`config.mk`:
```
export PLATFORM = sky130hd
export DESIGN_NAME = replay_controller_flat
export DESIGN_NICKNAME = d
export VERILOG_FILES = /design/src/rtl/replay_controller_if.sv /design/src/rtl/replay_controller.sv /design/src/flat_wrapper.sv
export SDC_FILE = /design/constraint.sdc
export NUM_CORES = 1
export LEC_CHECK = 0
export ABC_AREA = 1
export CAP_MARGIN = 0
export CORE_MARGIN = 2
export CORE_UTILIZATION = 50
export DETAILED_ROUTE_END_ITERATION = 10
export HOLD_SLACK_MARGIN = 0.08
export PLACE_DENSITY = 0.75
export SLEW_MARGIN = 10
export SYNTH_ARGS = -nofsm -noshare
export SYNTH_HDL_FRONTEND = slang
export SYNTH_SLANG_ARGS = --single-unit
```
`constraint.sdc`:
```
create_clock -name clk -period 7.06 [get_ports clk]
set_input_delay 1.412 -clock clk [delete_from_list [all_inputs] [get_ports clk]]
set_output_delay 1.412 -clock clk [all_outputs]
set_load 0.005 [all_outputs]
```
`src/rtl/replay_controller_if.sv`:
```
// rtl/replay_controller_if.sv - TLP transmit, DLLP receive and replay buffer signals of the replay controller
interface replay_controller_if;
  logic        tlp_sent;
  logic        dllp_valid;
  logic        dllp_nak;
  logic [11:0] dllp_seq;
  logic        replay_done;
  logic        retrain_done;
  logic [11:0] next_seq;
  logic [11:0] ackd_seq;
  logic [11:0] outstanding;
  logic        purge_valid;
  logic [11:0] purge_seq;
  logic        replay_req;
  logic        tx_block;
  logic        link_retrain;
  logic        dllp_err;

  modport slave (
    input  tlp_sent, dllp_valid, dllp_nak, dllp_seq, replay_done, retrain_done,
    output next_seq, ackd_seq, outstanding, purge_valid, purge_seq,
           replay_req, tx_block, link_retrain, dllp_err
  );

  modport master (
    output tlp_sent, dllp_valid, dllp_nak, dllp_seq, replay_done, retrain_done,
    input  next_seq, ackd_seq, outstanding, purge_valid, purge_seq,
           replay_req, tx_block, link_retrain, dllp_err
  );
endinterface

```
`src/rtl/replay_controller.sv`:
```
// rtl/replay_controller.sv - data link layer replay sequencing: sequence numbers, ACK/NAK purge, replay timer, retrain escalation
module replay_controller #(
  parameter int TIMEOUT         = 1024,
  parameter int MAX_OUTSTANDING = 1024
) (
  input  logic clk,
  input  logic reset,
  replay_controller_if.slave bus
);

  typedef enum logic [1:0] {S_IDLE, S_RUN, S_REPLAY, S_RETRAIN} state_t;

  state_t      r_state, w_state_n;
  logic [11:0] r_next_seq, r_ackd_seq, r_outstanding, r_purge_seq;
  logic [15:0] r_timer, w_timer_n;
  logic        r_timer_run, w_timer_run_n;
  logic [1:0]  r_replay_num, w_rnum_n, w_rnum_base;
  logic        r_purge_valid, r_replay_req, r_tx_block, r_link_retrain, r_dllp_err;

  logic        w_tlp_acc, w_fwd, w_dup, w_err, w_nak_hit, w_expire, w_trig;
  logic [11:0] w_d, w_next_seq_n, w_ackd_n, w_out_n;

  // DLLP offset is judged against the pre-update pointers, even when a TLP is sent the same cycle
  assign w_tlp_acc    = bus.tlp_sent && !r_tx_block;
  assign w_d          = bus.dllp_seq - r_ackd_seq;
  assign w_dup        = bus.dllp_valid && (w_d == 12'd0);
  assign w_fwd        = bus.dllp_valid && (w_d != 12'd0) && (w_d <= r_outstanding);
  assign w_err        = bus.dllp_valid && (w_d > r_outstanding);
  assign w_nak_hit    = bus.dllp_nak && (w_dup || w_fwd);
  assign w_next_seq_n = r_next_seq + {11'd0, w_tlp_acc};
  assign w_ackd_n     = w_fwd ? bus.dllp_seq : r_ackd_seq;
  assign w_out_n      = w_next_seq_n - w_ackd_n - 12'd1;
  assign w_expire     = r_timer_run && (r_timer == 16'(TIMEOUT - 1));
  assign w_rnum_base  = w_fwd ? 2'd0 : r_replay_num;
  assign w_trig       = (w_expire || w_nak_hit) && (w_out_n != 12'd0);

  always_comb begin
    w_state_n = r_state;
    w_rnum_n  = w_rnum_base;
    case (r_state)
      S_IDLE: if (w_out_n != 12'd0) w_state_n = S_RUN;
      S_RUN: begin
        if (w_trig) begin
          if (w_rnum_base < 2'd3) begin
            w_rnum_n  = w_rnum_base + 2'd1;
            w_state_n = S_REPLAY;
          end else begin
            w_rnum_n  = 2'd0;
            w_state_n = S_RETRAIN;
          end
        end else if (w_out_n == 12'd0) begin
          w_state_n = S_IDLE;
        end
      end
      S_REPLAY:  if (bus.replay_done) w_state_n = (w_out_n == 12'd0) ? S_IDLE : S_RUN;
      S_RETRAIN: if (bus.retrain_done) w_state_n = S_REPLAY;
      default:   w_state_n = S_IDLE;
    endcase
  end

  // Timer runs only in RUN; any ACK progress or replay completion restarts it from zero
  always_comb begin
    w_timer_n     = r_timer;
    w_timer_run_n = r_timer_run;
    if (w_state_n == S_REPLAY || w_state_n == S_RETRAIN) begin
      w_timer_n     = 16'd0;
      w_timer_run_n = 1'b0;
    end else if (r_state == S_REPLAY) begin
      w_timer_n     = 16'd0;
      w_timer_run_n = (w_state_n == S_RUN);
    end else if (w_out_n == 12'd0) begin
      w_timer_n     = 16'd0;
      w_timer_run_n = 1'b0;
    end else if (w_fwd || (w_tlp_acc && !r_timer_run)) begin
      w_timer_n     = 16'd0;
      w_timer_run_n = 1'b1;
    end else if (r_timer_run) begin
      w_timer_n     = r_timer + 16'd1;
    end
  end

  always_ff @(posedge clk) begin
    if (reset) begin
      r_state        <= S_IDLE;
      r_next_seq     <= 12'd0;
      r_ackd_seq     <= 12'd4095;
      r_outstanding  <= 12'd0;
      r_timer        <= 16'd0;
      r_timer_run    <= 1'b0;
      r_replay_num   <= 2'd0;
      r_purge_valid  <= 1'b0;
      r_purge_seq    <= 12'd0;
      r_replay_req   <= 1'b0;
      r_tx_block     <= 1'b0;
      r_link_retrain <= 1'b0;
      r_dllp_err     <= 1'b0;
    end else begin
      r_state        <= w_state_n;
      r_next_seq     <= w_next_seq_n;
      r_ackd_seq     <= w_ackd_n;
      r_outstanding  <= w_out_n;
      r_timer        <= w_timer_n;
      r_timer_run    <= w_timer_run_n;
      r_replay_num   <= w_rnum_n;
      r_purge_valid  <= w_fwd;
      if (w_fwd) r_purge_seq <= bus.dllp_seq;
      r_replay_req   <= (w_state_n == S_REPLAY);
      r_link_retrain <= (w_state_n == S_RETRAIN);
      r_tx_block     <= (w_state_n == S_REPLAY) || (w_state_n == S_RETRAIN) ||
                        (w_out_n == 12'(MAX_OUTSTANDING));
      r_dllp_err     <= w_err;
    end
  end

  assign bus.next_seq     = r_next_seq;
  assign bus.ackd_seq     = r_ackd_seq;
  assign bus.outstanding  = r_outstanding;
  assign bus.purge_valid  = r_purge_valid;
  assign bus.purge_seq    = r_purge_seq;
  assign bus.replay_req   = r_replay_req;
  assign bus.tx_block     = r_tx_block;
  assign bus.link_retrain = r_link_retrain;
  assign bus.dllp_err     = r_dllp_err;

endmodule

```
`src/flat_wrapper.sv`:
```
// flat-port wrapper written by rule: the top's interface ports become plain ports
module replay_controller_flat 
#(
  parameter int TIMEOUT         = 1024,
  parameter int MAX_OUTSTANDING = 1024
)
  (clk, reset, bus_tlp_sent, bus_dllp_valid, bus_dllp_nak, bus_dllp_seq, bus_replay_done, bus_retrain_done, bus_next_seq, bus_ackd_seq, bus_outstanding, bus_purge_valid, bus_purge_seq, bus_replay_req, bus_tx_block, bus_link_retrain, bus_dllp_err);
  replay_controller_if bus_i ();
  input  logic clk;
  input  logic reset;
  input wire logic [$bits(bus_i.tlp_sent)-1:0] bus_tlp_sent;
  input wire logic [$bits(bus_i.dllp_valid)-1:0] bus_dllp_valid;
  input wire logic [$bits(bus_i.dllp_nak)-1:0] bus_dllp_nak;
  input wire logic [$bits(bus_i.dllp_seq)-1:0] bus_dllp_seq;
  input wire logic [$bits(bus_i.replay_done)-1:0] bus_replay_done;
  input wire logic [$bits(bus_i.retrain_done)-1:0] bus_retrain_done;
  output wire logic [$bits(bus_i.next_seq)-1:0] bus_next_seq;
  output wire logic [$bits(bus_i.ackd_seq)-1:0] bus_ackd_seq;
  output wire logic [$bits(bus_i.outstanding)-1:0] bus_outstanding;
  output wire logic [$bits(bus_i.purge_valid)-1:0] bus_purge_valid;
  output wire logic [$bits(bus_i.purge_seq)-1:0] bus_purge_seq;
  output wire logic [$bits(bus_i.replay_req)-1:0] bus_replay_req;
  output wire logic [$bits(bus_i.tx_block)-1:0] bus_tx_block;
  output wire logic [$bits(bus_i.link_retrain)-1:0] bus_link_retrain;
  output wire logic [$bits(bus_i.dllp_err)-1:0] bus_dllp_err;
  assign bus_i.tlp_sent = bus_tlp_sent;
  assign bus_i.dllp_valid = bus_dllp_valid;
  assign bus_i.dllp_nak = bus_dllp_nak;
  assign bus_i.dllp_seq = bus_dllp_seq;
  assign bus_i.replay_done = bus_replay_done;
  assign bus_i.retrain_done = bus_retrain_done;
  assign bus_next_seq = bus_i.next_seq;
  assign bus_ackd_seq = bus_i.ackd_seq;
  assign bus_outstanding = bus_i.outstanding;
  assign bus_purge_valid = bus_i.purge_valid;
  assign bus_purge_seq = bus_i.purge_seq;
  assign bus_replay_req = bus_i.replay_req;
  assign bus_tx_block = bus_i.tx_block;
  assign bus_link_retrain = bus_i.link_retrain;
  assign bus_dllp_err = bus_i.dllp_err;
  replay_controller #(.TIMEOUT(TIMEOUT), .MAX_OUTSTANDING(MAX_OUTSTANDING)) u_core (.clk(clk), .reset(reset), .bus(bus_i));
endmodule
```
Word-level counts from Yosys, hierarchy flattened. Cells that the tools add are included.

Register bits: 74. Latch bits: 0. Memory bits (writable): 0. Bits in read-only memories: 0. Input port bits: 19. Output and inout port bits: 53. Word-level logic and storage cells: 70. Memories: 0.

Add/sub/neg operators: 6. Multipliers: 0. Divide/modulo/power cells: 0. Order comparisons: 3. Equal/unequal tests: 8. Shift-type cells: 0. Multiplexer cells: 16. Bitwise logic cells: 0. Reduce and logical (&&, ||, !) cells: 24.

Operators by type and width (number): $logic_not A12 Y1 (2); $reduce_bool A12 Y1 (2); $sub A12 B12 Y12 (2); $mux W2 (9); $add A16 B1 Y16 const B (1); $eq A16 B10 Y1 const B (1); $add A12 B1 Y12 (1); $eq A12 B11 Y1 const B (1); $gt A12 B12 Y1 (1); $le A12 B12 Y1 (1); $mux W12 (1); $sub A12 B1 Y12 const B (1); $logic_and A1 B1 Y1 (9); $eq A2 B2 Y1 const B (4); $pmux W2 S4 (1); $logic_or A1 B1 Y1 (5); $mux W1 (5); $reduce_or A5 Y1 (1); $eq A2 B1 Y1 const B (2); $reduce_bool A3 Y1 (1); $add A2 B1 Y2 const B (1); $logic_not A1 Y1 (2); $logic_not A2 Y1 (1); $lt A2 B2 Y1 const B (1); $reduce_or A2 Y1 (1).

Depth between registers and ports, before layout. Gate-level depths: netlist of run 1.

Depth in word-level cells: 14. Gate-level depth with buffers: 45.

Worst setup path after synthesis of run 1. Ideal clock, no wire load.

Path kind: input -> register. Start: input port bus_dllp_seq[0]. End: register u_core.r_timer[10]. Setup time: 0.141 ns. Arrival: 5.819 ns. Data required time: 6.919 ns. Slack: 1.100 ns. Stages: 40. Buffers on the path: 3. Path through: inv_1 -> ha_1 -> fa_1 -> nand3b_1 -> nand2_2 -> nand2_1 -> nand2_1 -> nand2_1 -> nand2_1 -> inv_1 -> ha_1 -> nand4_1 -> nor3_1 -> nand4_1 -> nand2_1 -> inv_2 -> nor2_4 -> nand2_4 -> [... 4 more ...] -> o21ai_0 -> inv_1 -> ha_1 -> nand2_1 -> inv_1 -> o21ai_1 -> nand2_1 -> nand2_1 -> nand2_2 -> nand3_1 -> nand2_1 -> nand2_1 -> nand2_1 -> nor2_2 -> nand3_4 -> o2111ai_4 -> buf_6 -> nor3_2.

Word-level cells in the longest chain between the ends: 14. Elaborated cells on any way between the ends: 30.

Ends and longest elaborated chain: from (decl) (RTL line flat_wrapper.sv:14) `input wire logic [$bits(bus_i.dllp_seq)-1:0] bus_dllp_seq;`; $sub A12 B12 Y12 (*) (RTL line replay_controller.sv:25) `assign w_d = bus.dllp_seq - r_ackd_seq;`; branches (longest 2 deep; another with $le A12 B12 Y1); $logic_and A1 B1 Y1 (*) (RTL line replay_controller.sv:27) `assign w_fwd = bus.dllp_valid && (w_d != 12'd0) && (w_d <= r_outstanding);`; $mux W12 (*) (RTL line replay_controller.sv:31) `assign w_ackd_n = w_fwd ? bus.dllp_seq : r_ackd_seq;`; named net u_core.w_ackd_n[1] (RTL line replay_controller.sv:21) `logic [11:0] w_d, w_next_seq_n, w_ackd_n, w_out_n;`; $sub A12 B12 Y12 (*) (RTL line replay_controller.sv:32) `assign w_out_n = w_next_seq_n - w_ackd_n - 12'd1;`; $sub A12 B1 Y12 (*) (RTL line replay_controller.sv:32); $logic_not A12 Y1 / $reduce_bool A12 Y1 (equally long branches); $mux W1 (tied with other cells) (RTL line replay_controller.sv:55) `S_REPLAY: if (bus.replay_done) w_state_n = (w_out_n == 12'd0) ? S_IDLE : S_RUN;`; $mux W2 (on tied branches) (RTL line replay_controller.sv:55, replay_controller.sv:43); $pmux W2 S4 (RTL line replay_controller.sv:40) `case (r_state)`; $eq A2 B2 Y1 (RTL line replay_controller.sv:65) `if (w_state_n == S_REPLAY || w_state_n == S_RETRAIN) begin`; $logic_or A1 B1 Y1 (RTL line replay_controller.sv:65); $reduce_or A5 Y1 (no source line) (*); to (signal assigned) (RTL line replay_controller.sv:102) `r_timer <= w_timer_n;`; to (decl) (RTL line replay_controller.sv:15) `logic [15:0] r_timer, w_timer_n;`.

Mark *: on every way through the listed nets, which the timed path passes. A chain may end at the register's enable or synchronous reset.

Final worst setup path of run 1.
Start: input port bus_dllp_seq[0]. End: register u_core.r_replay_req, in the netlist u_core.bus.replay_req.

Word-level cells in the longest chain between the ends: 12. Elaborated cells on any way between the ends: 26.

Ends and longest elaborated chain: branches (longest 10 deep; another with $sub A12 B12 Y12); $pmux W2 S4 (*) (RTL line replay_controller.sv:40); $eq A2 B2 Y1 (*) (RTL line replay_controller.sv:107) `r_replay_req <= (w_state_n == S_REPLAY);`; to (signal assigned) (RTL line replay_controller.sv:107); to (decl) (RTL line replay_controller.sv:18) `logic r_purge_valid, r_replay_req, r_tx_block, r_link_retrain, r_dllp_err;`.

Every way passes the cells marked *.

==> impl_table.tex, run 1 <==
\begin{tabular}{lr}
\hline
Metric & Value \\
\hline
\multicolumn{2}{l}{\textbf{CTS}} \\
Number of buffers inserted by hold repair at cts & 0 \\
CTS buffer count & 9 \\
Source-to-sink clock delay at the later pin of the worst-skew pair & 360 ps \\
Resized cells post-CTS & 0 \\
Post CTS Setup Buffer Count & 0 \\
TritonCTS clock tree & built \\
Clock Tree Buf Depth & 2 \\
Clock root buffer & clkbuf\_8 \\
Number of levels in the clock H-tree & 3 \\
Num Clock Sinks & 74 \\
Clock transition at path regs & 80 ps \\
\multicolumn{2}{l}{\textbf{Die}} \\
Effective utilization at floorplan & between 50 and 60\% \\
Die Wd & 103 µm \\
Number of core rows & 36 \\
Area of the placeable core & roughly 9600 µm² \\
Area of the die & 10500 µm² \\
Num ports & 72 \\
Die Span Y & 103 µm \\
\multicolumn{2}{l}{\textbf{Yosys}} \\
Seq cells post-synth & 74 \\
Post-Synthesis Mean Instance Area & 6.78 µm² \\
Top flip-flop cell by instance count after synthesis & dfxtp\_1 \\
Cell area after technology mapping & 4870 µm² \\
Number of synthesized flops with an enable pin & 0 \\
Top area cells in the synthesized netlist & dfxtp\_1 (30\%), nand2\_1 (15\%), inv\_1 (9.9\%) \\
Number of warnings reported in the yosys synthesis log & 0 \\
Synthesized Nets & 771 \\
Distinct cell type count after synthesis & 42 \\
Number of instances in the synthesized netlist & 718 \\
List of most frequent post-synthesis cells & nand2\_1 (189), inv\_1 (129), dfxtp\_1 (74), nand3\_1 (63), nor2\_1 (57) \\
Part of the Yosys area used for sequential elements & a little under a third \\
Synth async-reset ratio & 0\% \\
Top cell type's share of synthesized area & a little under a third \\
Leading cell type by number of instances after synthesis & nand2\_1 \\
Biggest area consumer among synthesized cells & dfxtp\_1 \\
\multicolumn{2}{l}{\textbf{Power}} \\
Lkg Pwr & 2.89 nW \\
Power, Total & roughly 0.0027 W \\
Peak VDD IR & 211 µV \\
Combinational power share & 64.8\% \\
Clock network fraction of design power & between 10\% and 20\% \\
Relative contribution of sequential cells to total power & between 20\% and 30\% \\
Net switching power of the design & 0.00131 W \\
P\_int & 0.00136 W \\
Switching power share of the total & 49.2\% \\
Power density cells & about 450 nW/µm² \\
\multicolumn{2}{l}{\textbf{GRT}} \\
Largest net degree at the start of global routing & 44 \\
GRT Residual Overflow & 0 \\
Number of global-route vias before repair & 4437 \\
Antenna violations before repair & 0 \\
Wire length of the first global-routing pass & around 20 mm \\
Total Routing Usage GR & between 20\% and 30\% \\
\multicolumn{2}{l}{\textbf{Drt}} \\
Drt via density & 5.02 \\
Total routed wirelength & approximately 12 mm \\
Via total after detailed routing & 4657 \\
Routed length per placed instance & $\sim$13 µm \\
TritonRoute pass-1 iters & 5 \\
Remaining number of nets flagged by the antenna check after routing & 0 \\
DRC violations left & 0 \\
Violation count after the first detailed-routing iteration & 209 \\
\multicolumn{2}{l}{\textbf{Critical path}} \\
Slowest stage cell, crit path & clkdlybuf4s50\_1 \\
Critical path class & in2reg \\
Required time at the worst-slack endpoint & 7300 ps \\
Setup slack of the worst register-to-register path & 1780 ps \\
Number of cells on the worst reg-to-reg path & 36 \\
Capture point of the critical path & u\_core.bus.replay\_req \\
Maximum net fanout on the critical path & 10 \\
Worst Setup End Kind & flip-flop \\
Origin of the critical flop-to-flop path & u\_core.bus.ackd\_seq[0] \\
Cell mode on critical path & nand2\_1 \\
Endpoint of the most critical register-to-register path & u\_core.bus.replay\_req \\
Crit path DAT & 6750 ps \\
Crit. Startpoint & bus\_dllp\_seq[0] \\
Delay of the slowest cell on the worst path & 500 ps \\
Startpoint kind of the worst setup timing path & input pin \\
\multicolumn{2}{l}{\textbf{STA}} \\
Final total negative setup slack & 0 ps \\
Share of the clock period used by the worst path & between 90 and 100\% \\
Clock skew & $\sim$15 ps \\
Slack of the critical path & 555 ps \\
Final hold viol count & 0 \\
RSZ-0062 raised after global routing & false \\
Minimum clock period after layout & roughly 6500 ps \\
Worst Max-Slew Pin Slew & 717 ps \\
Achievable clock frequency & 0.154 GHz \\
Setup violations, final & 0 \\
Number of pins exceeding their max-slew limit in the final report & 0 \\
Slew margin rel. & 52.1\% \\
\multicolumn{2}{l}{\textbf{Hold path}} \\
Hold Path Class & reg2reg \\
\multicolumn{2}{l}{\textbf{Place}} \\
GP Congestion & between 0.9 and 1 \\
Pre-CTS setup slack & 225 ps \\
Count of input and output buffers & between 70 and 80 \\
Placed wire-length estimate after detailed placement & 9.68 mm \\
Post-placement cell area & between 5000 and 6000 µm² \\
\multicolumn{2}{l}{\textbf{Cells and area}} \\
Share of post-route cells with drive strength above 1 & 8.44\% \\
Design Area, Final & 5880 µm² \\
Post-layout net count & 842 \\
Area growth from synthesis to layout & 20.6\% \\
\# diodes & 0 \\
\multicolumn{2}{l}{\textbf{Flow run}} \\
Maximum capacitance violations & 0 \\
\multicolumn{2}{l}{\textbf{Run status}} \\
Status & finished, final reports clean \\
\hline
\end{tabular}
flip-flops by register name, summed over array words and instances (netlist names), 2 cells and up:
signal                  count
u_core.r_state              2
u_core.r_timer             16
u_core.bus.outstanding     12
u_core.bus.ackd_seq        12
u_core.bus.next_seq        12
u_core.r_replay_num         2
u_core.bus.purge_seq       12
power by group through the flow:
stage,registers (W),logic [W],clock network [W]
detailed placement,0.000614,0.00171,0
global placement,0.000611,0.00167,0
global route,0.000616,0.00195,0.000355
CTS,0.000605,0.00172,0.000339
finish,0.000606,0.00173,0.000335
floorplan,0.000604,0.00121,0
routing by layer:
layer  wire, µm  track usage (%)
met5          0                0
met1       5300             29.9
met3        495             2.37
met2       6090             43.6
met4        269             9.23
stage by stage:
stage	hold slack (ps)	std cells	util (%)
after CTS	466	927	61.2
after global placement	452	911	59.2
after detailed placement	454	911	59.2
after floorplan	458	718	-
after global routing	484	927	61.2
final	464	927	61.2
how the worst min path moves through the flow:
stage / from / to / cells past startpoint
after floorplan: u_core.bus.purge_seq[2] / u_core.bus.purge_seq[2] / 2
after global placement: u_core.bus.purge_seq[7] / u_core.bus.purge_seq[7] / 2
after detailed placement: u_core.bus.purge_seq[7] / u_core.bus.purge_seq[7] / 2
after CTS: u_core.bus.purge_seq[7] / u_core.bus.purge_seq[7] / 2
after global routing: u_core.bus.purge_seq[7] / u_core.bus.purge_seq[7] / 2
final: u_core.bus.purge_seq[7] / u_core.bus.purge_seq[7] / 2
cells by family after synthesis:
family                   after synthesis  synth area share (%)
buffers and inverters                146                  12.0
AO/OA/AOI/OAI                         57                  7.19
adder cells (fa/ha/maj)               34                  9.04
XOR/XNOR                              22                  3.96
multiplexers                           1                 0.206
flip-flops                            74                  30.4
AND/OR/NAND/NOR                      384                  37.2
layout by cell type (no fill, tap or decap), drive strengths merged:
cell	instances
clkdlybuf4s50	71
nand3b	4
dfxtp	74
clkinvlp	2
o21ai	15
or2	1
nand3	72
a21oi	29
fa	2
o2111ai	2
o21a	3
inv	132
nand2	201
nor3b	6
mux2i	1
clkbuf	10
nor4	1
clkinv	3
nor3	21
o21bai	3
xnor2	7
ha	32
and3	1
bufinv	1
nor2	66
a21o	1
xor2	15
a211oi	3
nand4	11
a21boi	1
buf	3
worst max-delay path: cells and delay by family:
kind | cells | cell delay [ps]
fa+ha+maj | 5 | 1430
buf+inv | 8 | 1060
xor+xnor | 1 | 260
simple gates | 24 | 2570
final cells by class:
type | instances | area (µm²)
multi-input cells | 498 | 2800
fillers | 895 | 3720
flip-flops and latches | 74 | 1480
clock inverters | 6 | 67.6
well taps | 133 | 166
clock buffers | 10 | 128
repair buffers | 74 | 733
inverters | 132 | 495
(Power assumes the default switching activity.)
==> run 2: changes to the inputs <==
- CORE_MARGIN: 2 -> 1
- PLACE_DENSITY: 0.75 -> 0.72
- REMOVE_ABC_BUFFERS: unset -> 1
==> impl_table.tex, run 2 (same netlist as run 1, synthesis figures left out) <==
\begin{tabular}{lr}
\hline
Metric & Value \\
\hline
\multicolumn{2}{l}{\textbf{Critical path}} \\
Gate family responsible for the most delay along the worst path & simple AND/OR/NAND/NOR gates (unchanged) \\
Maximum net fanout on the critical path & 10 (unchanged) \\
Endpoint of the most critical register-to-register path & u\_core.bus.tx\_block (was u\_core.bus.replay\_req) \\
Critical path class & in2reg (unchanged) \\
Cell mode on critical path & nand2\_1 (unchanged) \\
Required time at the worst-slack endpoint & 7290 ps (was 7300 ps) \\
Slowest stage cell, crit path & clkdlybuf4s50\_1 (unchanged) \\
Startpoint kind of the worst setup timing path & input pin (unchanged) \\
Crit. Startpoint & bus\_dllp\_seq[0] (unchanged) \\
Setup slack of the worst register-to-register path & 1860 ps (was 1780 ps) \\
Crit path DAT & 6660 ps (was 6750 ps) \\
Delay of the slowest cell on the worst path & 490 ps (was 500 ps) \\
Worst Setup End Kind & flip-flop (unchanged) \\
Number of cells on the worst reg-to-reg path & 36 (unchanged) \\
Buf/Inv on CP & 8 (unchanged) \\
Origin of the critical flop-to-flop path & u\_core.bus.ackd\_seq[0] (unchanged) \\
\multicolumn{2}{l}{\textbf{Die}} \\
Die Wd & 101 µm (was 103 µm) \\
Number of core rows & 35 (was 36) \\
Area of the placeable core & 9330 µm² (was 9590 µm²) \\
Die Span Y & 101 µm (was 103 µm) \\
Effective utilization at floorplan & 52.2\% (was 50.8\%) \\
Num ports & 72 (unchanged) \\
Area of the die & 10100 µm² (was 10500 µm²) \\
\multicolumn{2}{l}{\textbf{GRT}} \\
Met1 usage in global routing & 30.6\% (was 29.9\%) \\
Number of global-route vias before repair & 4551 (was 4437) \\
Wire length of the first global-routing pass & 20.2 mm (was 20.1 mm) \\
GRT Residual Overflow & 0 (unchanged) \\
Global-route layer with the greatest usage & met2 (unchanged) \\
Total Routing Usage GR & 25.6\% (was 24.2\%) \\
Largest net degree at the start of global routing & 44 (unchanged) \\
Antenna violations before repair & 0 (unchanged) \\
Routing usage on met3 & 3.40\% (was 2.37\%) \\
Met2 track demand over resource in global routing & 45.5\% (was 43.6\%) \\
\multicolumn{2}{l}{\textbf{Cells and area}} \\
Leading cell type in the layout, fill and taps excluded & nand2\_1 (unchanged) \\
Area growth from synthesis to layout & 20.0\% (was 20.6\%) \\
Fin util & 62.7\% (was 61.2\%) \\
Post-layout net count & 842 (unchanged) \\
Highest-count cells in the layout ignoring fill and taps & nand2\_1 (189), inv\_1 (129), dfxtp\_1 (74) (unchanged) \\
Share of post-route cells with drive strength above 1 & 8.56\% (was 8.44\%) \\
\# diodes & 0 (unchanged) \\
Design Area, Final & 5850 µm² (was 5880 µm²) \\
Register with the most flip-flops & u\_core.r\_timer (unchanged) \\
Number of flip-flops in the largest register & 16 (unchanged) \\
\multicolumn{2}{l}{\textbf{Drt}} \\
DRC violations left & 0 (unchanged) \\
Violation count after the first detailed-routing iteration & 221 (was 209) \\
TritonRoute pass-1 iters & 5 (unchanged) \\
Routed length per placed instance & 13.1 µm (about the same) \\
Total routed wirelength & 12.1 mm (was 12.2 mm) \\
Drt via density & 5.07 (was 5.02) \\
Remaining number of nets flagged by the antenna check after routing & 0 (unchanged) \\
Via total after detailed routing & 4684 (was 4657) \\
\multicolumn{2}{l}{\textbf{Power}} \\
Power density cells & 448 nW/µm² (was 454 nW/µm²) \\
Combinational power share & 65.9\% (was 64.8\%) \\
Switching power share of the total & 49.7\% (was 49.2\%) \\
Lkg Pwr & 2.88 nW (was 2.89 nW) \\
Peak VDD IR & 204 µV (was 211 µV) \\
Net switching power of the design & 0.00130 W (was 0.00131 W) \\
Relative contribution of sequential cells to total power & 23.0\% (was 22.7\%) \\
Clock network fraction of design power & 11.1\% (was 12.5\%) \\
P\_int & 0.00132 W (was 0.00136 W) \\
\multicolumn{2}{l}{\textbf{STA}} \\
Slew margin rel. & 50.2\% (was 52.1\%) \\
Setup violations, final & 0 (unchanged) \\
Final total negative setup slack & 0 ps (unchanged) \\
Number of pins exceeding their max-slew limit in the final report & 0 (unchanged) \\
Final hold viol count & 0 (unchanged) \\
Share of the clock period used by the worst path & 91.1\% (was 92.1\%) \\
RSZ-0062 raised after global routing & false (unchanged) \\
Clock skew & 13.7 ps (was 15.4 ps) \\
Achievable clock frequency & 0.156 GHz (was 0.154 GHz) \\
Minimum clock period after layout & 6430 ps (was 6510 ps) \\
Worst Max-Slew Pin Slew & 746 ps (was 717 ps) \\
\multicolumn{2}{l}{\textbf{CTS}} \\
Clock root buffer & clkbuf\_8 (unchanged) \\
Resized cells post-CTS & 0 (unchanged) \\
Source-to-sink clock delay at the later pin of the worst-skew pair & 350 ps (was 360 ps) \\
TritonCTS clock tree & built (unchanged) \\
Num Clock Sinks & 74 (unchanged) \\
Clock Tree Buf Depth & 2 (unchanged) \\
Number of buffers inserted by hold repair at cts & 0 (unchanged) \\
Post CTS Setup Buffer Count & 0 (unchanged) \\
CTS buffer count & 9 (unchanged) \\
Number of levels in the clock H-tree & 3 (unchanged) \\
Clock transition at path regs & 80 ps (about the same) \\
\multicolumn{2}{l}{\textbf{Place}} \\
Count of input and output buffers & 71 (unchanged) \\
Post-placement cell area & 5680 µm² (about the same) \\
GP Congestion & 0.881 (was 0.994) \\
Placed wire-length estimate after detailed placement & 9.71 mm (was 9.68 mm) \\
\multicolumn{2}{l}{\textbf{Hold path}} \\
Hold Path Class & reg2reg (unchanged) \\
WHS Path Cells & 2 (unchanged) \\
Beginning of the worst hold path & u\_core.bus.purge\_seq[4] (was u\_core.bus.purge\_seq[7]) \\
Capture endpoint of the worst hold path & u\_core.bus.purge\_seq[4] (was u\_core.bus.purge\_seq[7]) \\
\multicolumn{2}{l}{\textbf{Run status}} \\
Status & finished, final reports clean (unchanged) \\
\multicolumn{2}{l}{\textbf{Flow run}} \\
Maximum capacitance violations & 0 (unchanged) \\
\hline
\end{tabular}
[run 2: changes by cell type in the layout (fill, tap and decap cells not counted)]
cell	before	now
bufinv_16	1	0
clkbuf_1	1	0
clkinv_2	1	3
clkinv_4	2	1
clkinvlp_4	2	3
[run 2: metrics by stage]
step	std cells	power (W)	hold slack (ps)	worst slack, ps
final	923	0.00262	468	629
after global routing	923	0.00288	488	6.84
after CTS	923	0.00262	470	638
after detailed placement	907	0.00232	458	269
after global placement	907	0.00228	451	413
after floorplan	704	0.00176	451	1110
[run 2: power groups by stage]
stage / clock [W] / sequential (W) / combinational, W
detailed placement: 0 / 0.000612 / 0.00171
global placement: 0 / 0.000610 / 0.00167
floorplan: 0 / 0.000604 / 0.00116
CTS: 0.000299 / 0.000603 / 0.00172
finish: 0.000290 / 0.000602 / 0.00173
global route: 0.000317 / 0.000616 / 0.00195
[run 2: how the worst max path moves through the flow]
stage	endpoint	slack [ps]	depth (start not counted)
5_1_grt	u_core.r_timer[5]	7	37
3_3_place_gp	u_core.bus.tx_block	410	38
2_1_floorplan	u_core.r_timer[0]	1110	36
3_5_place_dp	u_core.r_timer[14]	270	37
6_report	u_core.bus.tx_block	630	38
4_1_cts	u_core.bus.tx_block	640	38
[run 2: metal layers]
metal	part of all wire, %	wire (µm)
met2	48	5820
met5	0	0
met4	2.8	338
met1	45	5410
met3	4.1	490
[run 2: area by class of cell]
cell class,count,area [µm²]
clock inverter,7,46.3
timing repair buffer,74,733
inverter,132,495
tap,129,161
sequential,74,1480
multi-input combinational,498,2800
fill,898,3480
clock buffer,9,124
[run 2: worst register-to-register path: cells and delay by family, from the launching register on]
family	cells	cell delay (ps)
flops	1	340
xor+xnor	1	250
simple gates	24	2540
buf+inv	6	510
fa+ha+maj	5	1440
==> run 3: changes to the inputs <==
- CORE_ASPECT_RATIO: unset -> 0.7
==> impl_table.tex, run 3 (same netlist as run 1, synthesis figures left out) <==
\begin{tabular}{lr}
\hline
Metric & Value \\
\hline
\multicolumn{2}{l}{\textbf{Hold path}} \\
Beginning of the worst hold path & u\_core.bus.purge\_seq[8] (was u\_core.bus.purge\_seq[4]) \\
WHS Path Cells & 2 (unchanged) \\
Capture endpoint of the worst hold path & u\_core.bus.purge\_seq[8] (was u\_core.bus.purge\_seq[4]) \\
Hold Path Class & reg2reg (unchanged) \\
\multicolumn{2}{l}{\textbf{Cells and area}} \\
Post-layout net count & 849 (was 842) \\
Area growth from synthesis to layout & 24.8\% (was 20.0\%) \\
Number of flip-flops in the largest register & 16 (unchanged) \\
Leading cell type in the layout, fill and taps excluded & nand2\_1 (unchanged) \\
Highest-count cells in the layout ignoring fill and taps & nand2\_1 (189), inv\_1 (129), dfxtp\_1 (74) (unchanged) \\
Share of post-route cells with drive strength above 1 & 9.36\% (was 8.56\%) \\
Register with the most flip-flops & u\_core.r\_timer (unchanged) \\
\# diodes & 0 (unchanged) \\
Sequential cell area & 1480 µm² (unchanged) \\
Filler cells & 812 (was 898) \\
Multi-input logic area & 2810 µm² (was 2800 µm²) \\
\multicolumn{2}{l}{\textbf{Drt}} \\
DRC violations left & 0 (unchanged) \\
Drt via density & 5.19 (was 5.07) \\
Routed length per placed instance & 14.2 µm (was 13.1 µm) \\
Remaining number of nets flagged by the antenna check after routing & 0 (unchanged) \\
Via total after detailed routing & 4803 (was 4684) \\
TritonRoute pass-1 iters & 5 (unchanged) \\
Total routed wirelength & 13.1 mm (was 12.1 mm) \\
Violation count after the first detailed-routing iteration & 369 (was 221) \\
\multicolumn{2}{l}{\textbf{Die}} \\
Die Span Y & 84.6 µm (was 101 µm) \\
Num ports & 72 (unchanged) \\
Effective utilization at floorplan & 52.6\% (was 52.2\%) \\
Area of the die & 10100 µm² (about the same) \\
Number of core rows & 29 (was 35) \\
Area of the placeable core & 9250 µm² (was 9330 µm²) \\
Die Wd & 120 µm (was 101 µm) \\
\multicolumn{2}{l}{\textbf{Critical path}} \\
Buf/Inv on CP & 9 (was 8) \\
Crit path DAT & 6830 ps (was 6660 ps) \\
Origin of the critical flop-to-flop path & u\_core.bus.ackd\_seq[5] (was u\_core.bus.ackd\_seq[0]) \\
Cell mode on critical path & nand2\_1 (unchanged) \\
Delay of the slowest cell on the worst path & 480 ps (was 490 ps) \\
Endpoint of the most critical register-to-register path & u\_core.r\_timer[10] (was u\_core.bus.tx\_block) \\
Setup slack of the worst register-to-register path & 1590 ps (was 1860 ps) \\
Gate family responsible for the most delay along the worst path & simple AND/OR/NAND/NOR gates (unchanged) \\
Crit. Startpoint & bus\_dllp\_seq[0] (unchanged) \\
Required time at the worst-slack endpoint & 7250 ps (was 7290 ps) \\
Critical path class & in2reg (unchanged) \\
Worst Setup End Kind & flip-flop (unchanged) \\
Number of cells on the worst reg-to-reg path & 33 (was 36) \\
Slowest stage cell, crit path & clkdlybuf4s50\_1 (unchanged) \\
Startpoint kind of the worst setup timing path & input pin (unchanged) \\
Maximum net fanout on the critical path & 14 (was 10) \\
\multicolumn{2}{l}{\textbf{Power}} \\
Lkg Pwr & 3.00 nW (was 2.88 nW) \\
Power density cells & 483 nW/µm² (was 448 nW/µm²) \\
Power, Total & 0.00294 W (was 0.00262 W) \\
Peak VDD IR & 242 µV (was 204 µV) \\
\multicolumn{2}{l}{\textbf{STA}} \\
Setup violations, final & 0 (unchanged) \\
Worst Max-Slew Pin Slew & 792 ps (was 746 ps) \\
Slew margin rel. & 47.1\% (was 50.2\%) \\
Minimum clock period after layout & 6640 ps (was 6430 ps) \\
Clock skew & 7.57 ps (was 13.7 ps) \\
Slack of the critical path & 424 ps (was 629 ps) \\
Achievable clock frequency & 0.151 GHz (was 0.156 GHz) \\
Share of the clock period used by the worst path & 94.0\% (was 91.1\%) \\
Final hold viol count & 0 (unchanged) \\
Number of pins exceeding their max-slew limit in the final report & 0 (unchanged) \\
\multicolumn{2}{l}{\textbf{CTS}} \\
Clock transition at path regs & 60 ps (was 80 ps) \\
Num Clock Sinks & 74 (unchanged) \\
CTS buffer count & 9 (unchanged) \\
TritonCTS clock tree & built (unchanged) \\
Clock root buffer & clkbuf\_16 (was clkbuf\_8) \\
Clock Tree Buf Depth & 2 (unchanged) \\
Source-to-sink clock delay at the later pin of the worst-skew pair & 340 ps (was 350 ps) \\
Number of levels in the clock H-tree & 3 (unchanged) \\
\multicolumn{2}{l}{\textbf{Place}} \\
Count of input and output buffers & 71 (unchanged) \\
Placed wire-length estimate after detailed placement & 10.1 mm (was 9.71 mm) \\
GP Congestion & 0.897 (was 0.881) \\
Pre-CTS setup slack & 189 ps (was 269 ps) \\
\multicolumn{2}{l}{\textbf{GRT}} \\
GRT Residual Overflow & 0 (unchanged) \\
Antenna violations before repair & 0 (unchanged) \\
Largest net degree at the start of global routing & 44 (unchanged) \\
Wire length of the first global-routing pass & 21.5 mm (was 20.2 mm) \\
Total Routing Usage GR & 27.0\% (was 25.6\%) \\
Number of global-route vias before repair & 4525 (was 4551) \\
\multicolumn{2}{l}{\textbf{Run status}} \\
Status & finished, final reports clean (unchanged) \\
\multicolumn{2}{l}{\textbf{Flow run}} \\
Maximum capacitance violations & 0 (unchanged) \\
\hline
\end{tabular}
-- run 3: worst max path at each step --
stage                                        to  slack (ps)  cells past startpoint
after CTS                 u_core.bus.replay_req         450                     38
final                        u_core.r_timer[10]         420                     37
after global placement      u_core.bus.tx_block         390                     38
after floorplan               u_core.r_timer[0]        1110                     36
after detailed placement      u_core.r_timer[0]         190                     37
after global routing         u_core.r_timer[10]          -9                     38
-- run 3: final cells by class --
type | instances | share of cell area, %
clock inverter | 4 | 1.60
tap | 124 | 2.55
multi-input combinational | 498 | 46.2
clock buffer | 12 | 4.22
inverter | 132 | 8.15
sequential | 74 | 24.4
timing repair buffer | 81 | 12.9
-- run 3: worst min-delay path: stages (launching register included) --
cell,delay (ps)
dfxtp_1,300
nand2_1,60
a21oi_1,60
-- run 3: what timing repair did --
action,4_1_cts,5_1_grt
hold buffers,0,0
endpoints found under the setup margin,0,24
setup buffers,0,7
gates resized for setup,0,2
-- run 3: through the flow --
| stage | instance area [µm²] | std cells | TNS (ps) | hold slack [ps] | utilization, % |
|---|---|---|---|---|---|
| finish | 6080 | 925 | 0 | 463 | 65.7 |
| CTS | 6020 | 918 | 0 | 466 | 65.1 |
| global placement | 5670 | 902 | 0 | 448 | 61.3 |
| detailed placement | 5670 | 902 | 0 | 457 | 61.3 |
| floorplan | 4780 | 704 | 0 | 451 | - |
| global route | 6080 | 925 | -12.2 | 487 | 65.7 |
-- run 3: power breakdown --
group          leakage, nW  internal, W  switching, W
clock                0.169     0.000365      0.000178
sequential           0.603     0.000529     0.0000793
combinational         2.23     0.000687       0.00110
total                 3.00      0.00158       0.00136
-- run 3: metal layers --
layer | track usage, % | share of wire, % | wire length [µm]
met3 | 6.45 | 8.2 | 1080
met1 | 37.7 | 48 | 6310
met2 | 41.3 | 42 | 5550
met4 | 7.73 | 1.3 | 175
met5 | 0 | 0 | 0
